===== src/rtl/sfx_pkg.sv =====
// rtl/sfx_pkg.sv - shared sizes, clip table and state encoding for the SFX scheduler
package sfx_pkg;

    localparam int SFX_NV      = 4;
    localparam int SFX_ADDR_W  = 14;
    localparam int SFX_DW      = 24;
    localparam int SFX_ROM_LAT = 2;

    // Three guard bits: two for the NV-way sum, one for the sign
    localparam int ACC_W = SFX_DW + $clog2(SFX_NV) + 1;

    localparam int CLIP_BASE [SFX_NV] = '{0, 8192, 10240, 14336};
    localparam int CLIP_LEN  [SFX_NV] = '{8192, 2048, 4096, 2048};

    localparam logic [2:0] ST_IDLE = 3'd0;
    localparam logic [2:0] ST_SCAN = 3'd1;
    localparam logic [2:0] ST_WAIT = 3'd2;
    localparam logic [2:0] ST_ACC  = 3'd3;
    localparam logic [2:0] ST_SAT  = 3'd4;
    localparam logic [2:0] ST_OUT  = 3'd5;

    function automatic int clip_last(input int v);
        return CLIP_BASE[v] + CLIP_LEN[v] - 1;
    endfunction

endpackage


===== src/rtl/sfx_sat.sv =====
// rtl/sfx_sat.sv - combinational saturating clamp from the wide mix accumulator to the sample width
module sfx_sat #(
    parameter int IN_W  = 27,
    parameter int OUT_W = 24
) (
    input  logic [IN_W-1:0]  din,
    output logic [OUT_W-1:0] dout
);

    logic [IN_W-OUT_W:0] hi;

    // In range exactly when every bit above the output sign bit copies it
    always_comb begin
        hi = din[IN_W-1:OUT_W-1];
        if (hi == '0 || hi == '1) begin
            dout = din[OUT_W-1:0];
        end else if (din[IN_W-1]) begin
            dout = {1'b1, {(OUT_W-1){1'b0}}};
        end else begin
            dout = {1'b0, {(OUT_W-1){1'b1}}};
        end
    end

endmodule


===== src/rtl/sfx_scheduler.sv =====
// rtl/sfx_scheduler.sv - time-shares the sample ROM across NV voices, mixes and feeds the codec
// Define SFX_LOOP_EN to make voice 0 loop its clip forever (background music).
module sfx_scheduler
    import sfx_pkg::*;
#(
    parameter int NV      = SFX_NV,
    parameter int ADDR_W  = SFX_ADDR_W,
    parameter int DW      = SFX_DW,
    parameter int ROM_LAT = SFX_ROM_LAT
) (
    input  logic              CLOCK_50,
    input  logic              reset,
    input  logic              sample_tick,
    input  logic [NV-1:0]     trig,
    output logic [ADDR_W-1:0] rom_addr,
    input  logic [DW-1:0]     rom_q,
    input  logic              write_ready,
    output logic              write,
    output logic [DW-1:0]     writedata,
    output logic [NV-1:0]     active,
    output logic              overrun
);

    localparam int VW = $clog2(NV + 1);
    localparam int IW = $clog2(NV);
    localparam int CW = $clog2(ROM_LAT + 1);

    logic [2:0]        state_q, state_d;
    logic [VW-1:0]     v_q, v_d;
    logic [CW-1:0]     wait_q, wait_d;
    logic [ACC_W-1:0]  acc_q, acc_d;
    logic [ADDR_W-1:0] ptr_q [NV];
    logic [ADDR_W-1:0] ptr_d [NV];
    logic [NV-1:0]     active_q, active_d;
    logic [NV-1:0]     pending_q, pending_d;
    logic [ADDR_W-1:0] rom_addr_q, rom_addr_d;
    logic              write_q, write_d;
    logic [DW-1:0]     writedata_q, writedata_d;
    logic              overrun_q, overrun_d;
    logic [DW-1:0]     sat_out;
    logic [IW-1:0]     vi;

    assign vi = v_q[IW-1:0];

    sfx_sat #(.IN_W(ACC_W), .OUT_W(DW)) u_sat (
        .din  (acc_q),
        .dout (sat_out)
    );

    always_comb begin
        state_d     = state_q;
        v_d         = v_q;
        wait_d      = wait_q;
        acc_d       = acc_q;
        ptr_d       = ptr_q;
        active_d    = active_q;
        pending_d   = pending_q | trig;
        rom_addr_d  = rom_addr_q;
        write_d     = 1'b0;
        writedata_d = writedata_q;
        overrun_d   = sample_tick && (state_q != ST_IDLE);
        case (state_q)
            ST_IDLE: begin
                if (sample_tick) begin
                    for (int i = 0; i < NV; i++) begin
                        if (pending_q[i]) begin
                            active_d[i] = 1'b1;
                            ptr_d[i]    = ADDR_W'(CLIP_BASE[i]);
                        end
                    end
                    // A trigger landing on the tick itself is kept for the next frame
                    pending_d = trig;
                    acc_d     = '0;
                    v_d       = '0;
                    state_d   = ST_SCAN;
                end
            end
            ST_SCAN: begin
                if (v_q == VW'(NV)) begin
                    state_d = ST_SAT;
                end else if (active_q[vi]) begin
                    rom_addr_d = ptr_q[vi];
                    wait_d     = '0;
                    state_d    = ST_WAIT;
                end else begin
                    v_d = v_q + VW'(1);
                end
            end
            ST_WAIT: begin
                if (wait_q == CW'(ROM_LAT - 1)) begin
                    state_d = ST_ACC;
                end else begin
                    wait_d = wait_q + CW'(1);
                end
            end
            ST_ACC: begin
                acc_d = acc_q + {{(ACC_W - DW){rom_q[DW-1]}}, rom_q};
                if (ptr_q[vi] == ADDR_W'(clip_last(int'(vi)))) begin
`ifdef SFX_LOOP_EN
                    if (vi == '0) begin
                        ptr_d[vi] = ADDR_W'(CLIP_BASE[0]);
                    end else begin
                        active_d[vi] = 1'b0;
                    end
`else
                    active_d[vi] = 1'b0;
`endif
                end else begin
                    ptr_d[vi] = ptr_q[vi] + ADDR_W'(1);
                end
                v_d     = v_q + VW'(1);
                state_d = ST_SCAN;
            end
            ST_SAT: begin
                writedata_d = sat_out;
                state_d     = ST_OUT;
            end
            ST_OUT: begin
                if (write_ready) begin
                    write_d = 1'b1;
                    state_d = ST_IDLE;
                end
            end
            default: state_d = ST_IDLE;
        endcase
    end

    always_ff @(posedge CLOCK_50) begin
        if (reset) begin
            state_q     <= ST_IDLE;
            v_q         <= '0;
            wait_q      <= '0;
            acc_q       <= '0;
            for (int i = 0; i < NV; i++) ptr_q[i] <= '0;
            active_q    <= '0;
            pending_q   <= '0;
            rom_addr_q  <= '0;
            write_q     <= 1'b0;
            writedata_q <= '0;
            overrun_q   <= 1'b0;
        end else begin
            state_q     <= state_d;
            v_q         <= v_d;
            wait_q      <= wait_d;
            acc_q       <= acc_d;
            ptr_q       <= ptr_d;
            active_q    <= active_d;
            pending_q   <= pending_d;
            rom_addr_q  <= rom_addr_d;
            write_q     <= write_d;
            writedata_q <= writedata_d;
            overrun_q   <= overrun_d;
        end
    end

    assign rom_addr  = rom_addr_q;
    assign write     = write_q;
    assign writedata = writedata_q;
    assign active    = active_q;
    assign overrun   = overrun_q;

endmodule


===== config.mk =====
export PLATFORM = sky130hd
export DESIGN_NAME = sfx_scheduler
export DESIGN_NICKNAME = d
export VERILOG_FILES = /design/src/rtl/sfx_pkg.sv /design/src/rtl/sfx_sat.sv /design/src/rtl/sfx_scheduler.sv
export SDC_FILE = /design/constraint.sdc
export NUM_CORES = 1
export LEC_CHECK = 0
export ABC_CLOCK_PERIOD_IN_PS = 3300
export CORE_MARGIN = 5
export CORE_UTILIZATION = 50
export CTS_CLUSTER_SIZE = 24
export DETAILED_ROUTE_END_ITERATION = 8
export PLACE_DENSITY = 0.72
export SLEW_MARGIN = 10
export SYNTH_ARGS = -nofsm -noshare
export SYNTH_HDL_FRONTEND = slang
export SYNTH_SLANG_ARGS = --single-unit

===== constraint.sdc =====
create_clock -name CLOCK_50 -period 3.3 [get_ports CLOCK_50]
set_clock_uncertainty 0.2 [all_clocks]
set_input_delay 0.495 -clock CLOCK_50 [delete_from_list [all_inputs] [get_ports CLOCK_50]]
set_output_delay 0.495 -clock CLOCK_50 [all_outputs]
set_load 0.1 [all_outputs]

== Word level (Yosys, flattened, before mapping) ==
Index checks and enable logic that the tools add are counted.
Widths: inputs -> output; s select.

* Add/subtract/negate cells: 6
* $lt $le $gt $ge: 5
* Equality and inequality tests: 23
* Multiplexer cells: 51
* Bitwise gates (word level): 7
* Reduce and logical (&&, ||, !) cells: 24

{| class="wikitable"
|+ Operators with widths
! kind !! count
|-
| $mux 14 || 11
|-
| $bmux 32 s2 || 2
|-
| $mux 56 || 2
|-
| $pmux 56 s2 || 1
|-
| $bwmux 56 || 1
|-
| $pmux 27 s2 || 1
|-
| $mux 24 || 2
|-
| $reduce_and 4->1 || 11
|-
| $ge 32x3->1 const B || 1
|-
| $not 2->32 || 1
|-
| $bmux 14 s2 || 1
|-
| $demux 14 s2 || 1
|-
| $add 27x27->27 || 1
|-
| $mux 27 || 1
|-
| $ne 2x2->1 const B || 13
|-
| $mux 3 || 8
|-
| $pmux 3 s6 || 1
|-
| $mux 4 || 4
|-
| $add 14x1->14 const B || 1
|-
| $add 14x14->14 || 1
|-
| $eq 14x14->1 || 1
|-
| $sub 14x2->14 const B || 1
|-
| $eq 3x3->1 const B || 3
|-
| $pmux 3 s3 || 1
|-
| other kinds (31) || 45
|}

* Flip-flop bits (word level): 139
* Output and inout port bits: 44

== Longest topological paths before layout ==
Gate-level depths: netlist of the first run.

* Depth in word-level cells: 9
* Mapped depth: 11
* Mapped depth without buffers: 10

== Modules after synthesis ==
Synthesis of the first run repeated with hierarchy kept, for this count alone.

* Cell total of the unflattened synthesis: 903
* Area, all modules: 7644.8 µm²

{| class="wikitable"
|+ By module, submodules not included
! module !! times used !! cells an instance !! area an instance (µm²) !! sequential area each (µm²)
|-
| sfx_scheduler || 1 || 819 || 7055.5 || 2782.7
|-
| sfx_sat || 1 || 84 || 589.3 || 0.0
|}

== Least setup slack after synthesis of the first run ==
No wires, ideal clock.

* Path kind: in2reg
* From: in rom_q[0]
* To: reg acc_q[20]
* Setup time: 117 ps
* Data arrival time: 2739 ps
* Required time: 2983 ps
* Slack: 245 ps
* Stages: 10
* Path through: ha_1 > fa_1 > a21o_1 > a221oi_2 > a221o_1 > a21oi_1 > a211o_1 > a221oi_4 > xnor2_1 > a22o_1

* Cells in the longest elaborated chain, start to end: 2

{| class="wikitable"
|+ RTL lines
! what !! line !! RTL
|-
| from (decl) || sfx_scheduler.sv:16 || <nowiki>input logic [DW-1:0] rom_q,</nowiki>
|-
| $add 27x27->27 || sfx_scheduler.sv:97 || <nowiki>acc_d = acc_q + {{(ACC_W - DW){rom_q[DW-1]}}, rom_q};</nowiki>
|-
| $pmux 27 s2 || sfx_scheduler.sv:62 || <nowiki>case (state_q)</nowiki>
|-
| to (signal assigned) || sfx_scheduler.sv:133 || <nowiki>acc_q <= '0;</nowiki>
|-
| to (signal assigned) || sfx_scheduler.sv:145 || <nowiki>acc_q <= acc_d;</nowiki>
|-
| to (decl) || sfx_scheduler.sv:31 || <nowiki>logic [ACC_W-1:0] acc_q, acc_d;</nowiki>
|}

No other way between the ends.
A chain may end at the register's enable or synchronous reset.

== Worst setup path in the final report of the first run ==
Same ends and word-level chain as after synthesis.

==> results of run 1 <==
-- logic make-up after synthesis --
logic type,count (synthesis)
compound gates,210
xor+xnor,39
fa+ha+maj,34
simple gates,298
flops,139
buf+inv,56
mux,34
-- stage by stage --
step	hold slack, ns	total power [mW]	std cells
2_1_floorplan	0.232	2.00	810
3_3_place_gp	0.243	2.12	1063
3_5_place_dp	0.246	2.12	1063
4_1_cts	0.191	4.00	1095
5_1_grt	0.202	4.10	1096
6_report	0.201	3.97	1096
-- sequential cells by signal, summed over array words and instances, names as in the netlist --
register / count
acc_q: 27
writedata: 24
ptr_q: 56
overrun: 1
wait_q: 2
active: 4
v_q: 3
pending_q: 4
rom_addr: 14
write: 1
state_q: 3
-- placed cells by master (no fill, tap or decap), types with 7 or more instances in the layout --
cell	n
a21o_1	13
a21oi_1	85
a21oi_2	7
a22o_1	14
a22oi_1	36
and3_1	7
buf_4	83
clkbuf_16	17
clkdlybuf4s50_1	30
dfxtp_1	139
ha_1	33
inv_1	11
mux2i_1	17
mux4_2	15
nand2_1	34
nand2_2	7
nand3_1	18
nand4_1	7
nor2_1	136
nor3_1	41
o21ai_0	18
xnor2_1	20
xor2_1	18
-- area by class of cell --
class | count | area [sq um] | share of cell area
timing repair buffer | 115 | 963 | 0.109
clock buffer | 18 | 439 | 0.0498
tap | 184 | 230 | 0.0261
clock inverter | 14 | 145 | 0.0165
multi-input combinational | 615 | 4210 | 0.478
sequential | 139 | 2780 | 0.316
inverter | 11 | 41.3 | 0.00468
-- per-layer routing --
layer | routed length (um) | vias to the layer above | GRT usage
met5 | 0 | - | 0
met4 | 352 | 0 | 0.0819
met3 | 1450 | 29 | 0.0503
met2 | 8090 | 222 | 0.331
met1 | 9160 | 3025 | 0.340
li1 | - | 3099 | -
-- power groups by stage --
stage | combinational, mW | clock, mW | sequential, mW
floorplan | 0.227 | 0 | 1.77
global placement | 0.371 | 0 | 1.75
detailed placement | 0.372 | 0 | 1.75
CTS | 0.376 | 1.91 | 1.71
global route | 0.409 | 1.98 | 1.71
finish | 0.377 | 1.89 | 1.71
-- what timing repair did --
item	in CTS	in global routing
resized for setup	0	2
buffers inserted	0	1
setup endpoints to repair	0	2
-- how the worst max path moves through the flow --
stage                                        end  slack (ns)  cells past startpoint     start
after CTS                 acc_q[20]$_SDFFE_PP0P_        0.08                     11  rom_q[0]
after detailed placement  acc_q[20]$_SDFFE_PP0P_       -0.36                     11  rom_q[0]
after global placement    acc_q[20]$_SDFFE_PP0P_       -0.31                     11  rom_q[0]
after floorplan           acc_q[20]$_SDFFE_PP0P_        0.24                     10  rom_q[0]
final                     acc_q[20]$_SDFFE_PP0P_        0.15                     11  rom_q[0]
after global routing      acc_q[20]$_SDFFE_PP0P_        0.04                     11  rom_q[0]
-- critical path, delay by kind of cell --
kind,cells,cell delay (ns)
AO/OA/AOI/OAI,7,1.68
adder cells (fa/ha/maj),2,0.57
buffers and inverters,1,0.41
XOR/XNOR,1,0.11
==> results.txt, run 1 <==
Status = finished, final reports clean
Post-synthesis sequential area ratio = 0.385
Die W = 130 um
Async S/R FF share, synth = 0
R2r startpoint = v_q[1]$_SDFFE_PP0P_
Hold_sp = reset
Post-synthesis compound-gate area fraction = 0.199
I/O pin total = 76
Gpl congestion = 0.912
Placed Area = 8210 sq um
Adder-cell share of the synthesized area = 0.0599
Static Leak = 3.66 nW
Max capacitance violation total = 0
CP required = 3.42 ns
Worst setup margin = 0.155 ns
H-Tree Depth = 4
Critical Setup Path Class = in -> reg
Most numerous cell in the Yosys netlist = dfxtp_1
Multiplexer area fraction after synthesis = 0.0733
Pre-CTS WS = -0.357 ns
Largest family of logic cells by synthesized area = simple AND/OR/NAND/NOR gates
Hold buffer count at cts = 0
Fill cell count = 1263
Avg Inst Size Synth = 8.93 sq um
Syn nets = 876
XOR/XNOR Fraction of Synth Area = 0.0483
Final hold vios = 0
Final max-slew violation count = 0
Ant diodes = 0
Drt initial violations = 495
DR WL/cell = 17.4 um
Worst Hold Depth = 2
Clock sinks = 139
Sw frac = 0.250
Simple-Gate Fraction of Synth Area = 0.199
Syn Inst Count = 810
Ranking of synthesized cells by area = dfxtp_1, nor2_1, a21oi_1
Post-synth top area share = 0.385
Clock Power Share = 0.474
Initial antenna violation count = 0
Die Area = 17000 sq um
First-pass GRT wire length = 30900 um
Slew HR = 0.418
Remaining antenna violation count = 0
Final Core Density = 0.614
DRC viols = 0
R2R setup slack = 0.24 ns
Final net count = 965
Actual slew at the worst max-slew pin = 0.868 ns
Min-Delay Path Class = in -> reg
Post-synthesis cell type count = 73
F_max = 0.318 GHz
Starting Density = 0.503
Area leader, netlist = dfxtp_1
Total CTS buffers = 17
R2R cell count = 9
Post-synth EDFFs = 0
Gr usage total = 0.231
Largest net degree at the start of global routing = 68
Final setup vio count = 0
Startpoint Class = input port
Hold endpoint = writedata[23]$_SDFFE_PP0P_
Sw Pwr = 0.993 mW
Period utilisation layout = 0.953
Cell area after layout = 8820 sq um
CP Max Fanout = 3
Crit path cell chain = clkdlybuf4s50_1 > ha_1 > fa_2 > a21o_1 > a221oi_4 > a221o_1 > a21oi_1 > a211o_1 > a221oi_4 > xnor2_1 > a22o_1
CP max stage delay = 0.41 ns
DR vias = 6375
Internal = 2.98 mW
RSZ-0062 raised after global routing = false
Fraction of layout cells with a size suffix above 1 = 0.195
Setup crit end kind = register
DIE HEIGHT = 130 um
Clock tree buffer depth = 2
R2R Path End = ptr_q[9]$_SDFFE_PP0P_
CTS tree = built
Yosys Warn Count = 0
Top cells by count, synth = dfxtp_1, nor2_1, a21oi_1
Number of global-route vias before repair = 5994
Port Buf Inserts = 75
Rows = 44
CP max stage cell = clkdlybuf4s50_1
Critical path's most frequent cell = a221oi_4
Clock transition at path regs = 0.06 ns
CP arrival = 3.27 ns
PD cells = 451 nW/um^2
TritonRoute pass-1 iters = 5
Final wirelength = 19100 um
Predominant post-synthesis flop cell = dfxtp_1
TNS Setup = 0 ns
DP HPWL = 13100 um
Vias per cell = 5.82
Grt ovf = 0
Combinational power share = 0.095
Worst-Skew Late Latency = 0.43 ns
Fin crit period = 3.15 ns
Synthesized cell area = 7230 sq um
Peak supply drop = 332 uV
Sequential Power Share = 0.431
Core area = 14400 sq um
Synth Register Bits = 139
CTS root buf = clkbuf_16
Synthesis-to-finish area growth = 21.9%
(Power assumes the default switching activity.)
==> run 2: changes to the inputs <==
CAP_MARGIN = 15   (was default)
==> results of run 2 <==
Same layout as run 1: the final DEF is identical, and so are final timing and power.
